File: config.mk
export PLATFORM = sky130hd
export DESIGN_NAME = nios_mem_if_ddr2_emif_0_p0_flop_mem_ctrl
export DESIGN_NICKNAME = d
export VERILOG_FILES = /design/src/rtl/nios_mem_if_ddr2_emif_0_p0_flop_mem_ctrl.sv
export SDC_FILE = /design/constraint.sdc
export NUM_CORES = 1
export LEC_CHECK = 0
export BUFFER_PORTS_ARGS = -buffer_cell sky130_fd_sc_hd__buf_2
export CORE_MARGIN = 4
export CORE_UTILIZATION = 46
export DETAILED_ROUTE_END_ITERATION = 7
export HOLD_SLACK_MARGIN = 0.02
export PLACE_DENSITY_LB_ADDON = 0.12
export REMOVE_ABC_BUFFERS = 1
export SYNTH_ARGS = -nofsm -noshare
export SYNTH_HDL_FRONTEND = slang
export SYNTH_SLANG_ARGS = --single-unit
File: constraint.sdc
create_clock -name clk -period 6.07 [get_ports clk]
set_clock_uncertainty 0.05 [all_clocks]
set_input_delay 1.821 -clock clk [delete_from_list [all_inputs] [get_ports clk]]
set_output_delay 1.821 -clock clk [all_outputs]
set_load 0.02 [all_outputs]
File: src/rtl/nios_mem_if_ddr2_emif_0_p0_flop_mem_ctrl.sv
// Round-robin, two-requester write queue controller for an external flop memory.
// It tracks the pointers, occupancy and status; the memory registers rd_data one edge after mem_rd_en.
module nios_mem_if_ddr2_emif_0_p0_flop_mem_ctrl #(
  parameter int MEM_DEPTH  = 4,
  parameter int ADDR_WIDTH = 2,
  parameter int DATA_WIDTH = 8
) (
  input  logic                  clk,
  input  logic                  reset_n,
  input  logic                  req0_valid,
  input  logic                  req1_valid,
  input  logic [DATA_WIDTH-1:0] req0_data,
  input  logic [DATA_WIDTH-1:0] req1_data,
  output logic                  req0_ready,
  output logic                  req1_ready,
  input  logic                  pop,
  input  logic                  flush,
  output logic                  mem_wr_en,
  output logic [ADDR_WIDTH-1:0] mem_wr_addr,
  output logic [DATA_WIDTH-1:0] mem_wr_data,
  output logic                  mem_rd_en,
  output logic [ADDR_WIDTH-1:0] mem_rd_addr,
  output logic                  rd_valid,
  output logic                  full,
  output logic                  empty,
  output logic [ADDR_WIDTH:0]   count,
  output logic                  last_grant,
  output logic                  underflow_err
);

  localparam logic [ADDR_WIDTH-1:0] LAST_IDX  = ADDR_WIDTH'(MEM_DEPTH - 1);
  localparam logic [ADDR_WIDTH:0]   DEPTH_CNT = (ADDR_WIDTH + 1)'(MEM_DEPTH);

  logic [ADDR_WIDTH-1:0] wr_ptr_q, wr_ptr_d;
  logic [ADDR_WIDTH-1:0] rd_ptr_q, rd_ptr_d;
  logic [ADDR_WIDTH:0]   count_q, count_d;
  logic                  last_grant_q, last_grant_d;
  logic                  rd_valid_q, rd_valid_d;
  logic                  underflow_q, underflow_d;
  logic                  grant;
  logic                  wr_acc;
  logic                  pop_acc;

  // With no contention the grant still points at the requester that would win one.
  always_comb begin
    full  = (count_q == DEPTH_CNT);
    empty = (count_q == '0);
    if (req0_valid && !req1_valid)
      grant = 1'b0;
    else if (req1_valid && !req0_valid)
      grant = 1'b1;
    else
      grant = !last_grant_q;
    req0_ready  = !full && !flush && !grant;
    req1_ready  = !full && !flush && grant;
    wr_acc      = (req0_valid && req0_ready) || (req1_valid && req1_ready);
    pop_acc     = pop && !empty && !flush;
    mem_wr_en   = wr_acc;
    mem_wr_addr = wr_ptr_q;
    mem_wr_data = grant ? req1_data : req0_data;
    mem_rd_en   = pop_acc;
    mem_rd_addr = rd_ptr_q;
  end

  always_comb begin
    wr_ptr_d     = wr_ptr_q;
    rd_ptr_d     = rd_ptr_q;
    count_d      = count_q;
    last_grant_d = last_grant_q;
    rd_valid_d   = pop_acc;
    underflow_d  = underflow_q || (pop && empty);
    if (wr_acc) begin
      wr_ptr_d     = (wr_ptr_q == LAST_IDX) ? '0 : wr_ptr_q + 1'b1;
      last_grant_d = grant;
    end
    if (pop_acc)
      rd_ptr_d = (rd_ptr_q == LAST_IDX) ? '0 : rd_ptr_q + 1'b1;
    if (wr_acc && !pop_acc)
      count_d = count_q + 1'b1;
    else if (pop_acc && !wr_acc)
      count_d = count_q - 1'b1;
    if (flush) begin
      wr_ptr_d    = '0;
      rd_ptr_d    = '0;
      count_d     = '0;
      rd_valid_d  = 1'b0;
      underflow_d = 1'b0;
    end
  end

  always_ff @(posedge clk or negedge reset_n) begin
    if (!reset_n) begin
      wr_ptr_q     <= '0;
      rd_ptr_q     <= '0;
      count_q      <= '0;
      last_grant_q <= 1'b1;
      rd_valid_q   <= 1'b0;
      underflow_q  <= 1'b0;
    end else begin
      wr_ptr_q     <= wr_ptr_d;
      rd_ptr_q     <= rd_ptr_d;
      count_q      <= count_d;
      last_grant_q <= last_grant_d;
      rd_valid_q   <= rd_valid_d;
      underflow_q  <= underflow_d;
    end
  end

  assign count         = count_q;
  assign last_grant    = last_grant_q;
  assign rd_valid      = rd_valid_q;
  assign underflow_err = underflow_q;

endmodule

==> out/metrics.cfg <==
[sta]
finalSetupTns_ns=0
rsz0062_at_grt=false
final-setup-viol-count=0
timing.final.hold_violations=0
fin_crit_ns=4.85
relSlewSlack_pct=61.6
fmax_mhz=206
worst_slew_pin_slew_ns=0.573
slew_violations=0
fin_crit_sh_pct=79.9

[worst_setup_path]
cp_max_fo=10
required_ns=4.20
r2r-start=count[1]
reg2reg_depth=6
end_kind=output pin
timing.rr.end=count[1]
crit_arrival_ns=2.98
crit_path_start_kind=input pin
path_class=input pin to output pin
r2r_setup_slack_ns=3.43

[yosys]
synth.top_cell.area_share_pct=28.7
syn-cell-area_sq_um=786
netlist_instances=80
synth.distinct_cells=40
seq_area_frac_synth_pct=32.0
ys.flop_type=dfrtp_1
syn_avg_cell_area_sq_um=9.82
yosysTopAreaCell=dfrtp_1
synth_edf_count=0
ys_warn_count=0
yosys-top-cells-area=dfrtp_1 29%, mux2_2 11%, dfstp_2 3.3%
async_flop_share_pct=100
synth-seq-cells=10

[drt]
route.detailed.drc=0
via_count=761
drt-wirelength-per-cell_um=13.9
drtIter0Drc=10
ant_nets=0
via_per_inst=5.44
wirelength_um=1950
dr.pass1.iters=4

[clocking]
cts.repair.resized=0
clk-insertion-delay-late_ns=0.26
cts_tree=built
root_buffer=clkbuf_4
cts_setup_buffers=0
cts.sinks=10
numCtsBuffers=3
ctsHoldBuffers=0
clockBufferDepth=2
clk_pin_slew_worst_paths_ns=0.07
h-tree-depth=1

[die]
die_area_sq_mm=0.00243
die_h_um=49.3
num_rows=14
core_sq_mm=0.00156
die_w_um=49.3
ioPinCount=46
start_util_pct=50.4

[run_status]
status=finished clean

[placement]
dpl-instance-area_sq_um=998
port_buffers=45
dp_cells=136
dp_hpwl_um=1490
gp_congestion=0.797

[layout]
multi_input_area_sq_um=487
area_growth_pct=30.4
final_cell_area_sq_mm=0.00102
drive_gt1_share_pct=51.6
fin_cells=140
final_util_pct=65.7
num-fill-cells=140
seq_area_sq_um=251
antenna_cells=0
nets=150

[global_route]
grt_overflow=0
grt_pass1_vias=766
grt_start_max_net_pins=17
grt_pass1_wl_um=3300
grt_usage_pct=17.1
antenna_found_initial=0

[worst_hold_path]
hold_start=underflow_err
min_to=underflow_err
hp-class=register to register
holdPathStages=2

[pwr]
ir_drop_v=0.000191
power.leakage_uw=0.000518
power.density_mw_per_mm2=311

[job]
drv_cap=0

[cells by family after synthesis]
group | after synthesis | share of synthesized area, %
AO/OA/AOI/OAI | 17 | 15.8
XOR/XNOR | 1 | 1.11
adder cells (fa/ha/maj) | 4 | 7.01
buffers and inverters | 9 | 6.05
flip-flops | 10 | 32.0
multiplexers | 10 | 14.2
AND/OR/NAND/NOR | 29 | 23.9
[per-layer routing]
| layer | GRT usage (%) | vias up | share of wire, % |
|---|---|---|---|
| met2 | 30.1 | 19 | 51 |
| met5 | 0 | - | 0 |
| met3 | 3.98 | 2 | 4.8 |
| met4 | 6.64 | 0 | 0.62 |
| li1 | - | 384 | - |
| met1 | 19.8 | 356 | 43 |
[state kept, by name, indices dropped and copies added, names as in the netlist]
name	count
count	3
last_grant	1
mem_rd_addr	2
mem_wr_addr	2
rd_valid	1
underflow_err	1
[report_power, final]
group / total (uW) / leakage [uW] / switching [uW] / internal (uW)
Sequential: 103 / 0.000130 / 21.0 / 82.2
Clock: 49.5 / 0.0000150 / 24.1 / 25.4
Combinational: 166 / 0.000374 / 93.1 / 72.7
Total: 319 / 0.000518 / 138 / 180
[stage by stage]
stage               hold slack [ns]  total power, uW  setup slack [ns]
global route                  0.492              343              1.13
CTS                           0.450              322              1.22
floorplan                     0.544              217              1.33
detailed placement            0.432              270              1.22
global placement              0.426              266              1.24
finish                        0.440              319              1.22
[layout make-up]
| type | instances | area share [%] |
|---|---|---|
| Clock buffer | 4 | 2.56 |
| Inverter | 4 | 1.47 |
| Multi-Input combinational cell | 61 | 47.5 |
| Timing Repair Buffer | 45 | 22.0 |
| Sequential cell | 10 | 24.5 |
| Tap cell | 16 | 1.95 |
[synthesized netlist by cell type, types with 2 or more instances]
cell / instances
a21oi_1: 4
buf_2: 2
nor2b_1: 2
dfrtp_1: 9
nor2_1: 5
o21ai_0: 3
inv_1: 4
nor3_1: 4
nand3b_1: 3
mux2_2: 8
nand2_1: 3
a221oi_1: 2
ha_1: 2
or4_1: 3
[placed cells by master, fill, tap and decap left out, drive strengths merged, types with 2 or more instances in the layout]
cell type / Yosys / routed
buf: 3 / 45
dfrtp: 9 / 9
mux2: 9 / 9
nor2: 5 / 5
nor3: 5 / 5
inv: 4 / 4
a21oi: 4 / 4
clkbuf: 2 / 4
nand3b: 3 / 3
o21ai: 3 / 3
nand2: 3 / 3
or4: 3 / 3
nor2b: 2 / 2
a221oi: 2 / 2
ha: 2 / 2
nor3b: 2 / 2
o31ai: 2 / 2
[critical path, cell delays in order]
cell    delay (ns)
buf_2         0.11
inv_1         0.06
maj3_1        0.50
mux2_2        0.33
buf_2         0.16
[worst max path at each step]
stage | from | endpoint | cells past startpoint
floorplan | req1_valid | req1_ready | 3
global placement | req1_valid | mem_wr_data[0] | 5
detailed placement | req1_valid | mem_wr_data[2] | 5
CTS | req1_valid | mem_wr_data[2] | 5
global route | req1_valid | mem_wr_data[1] | 5
finish | req1_valid | mem_wr_data[2] | 5
(Power assumes the default switching activity.)
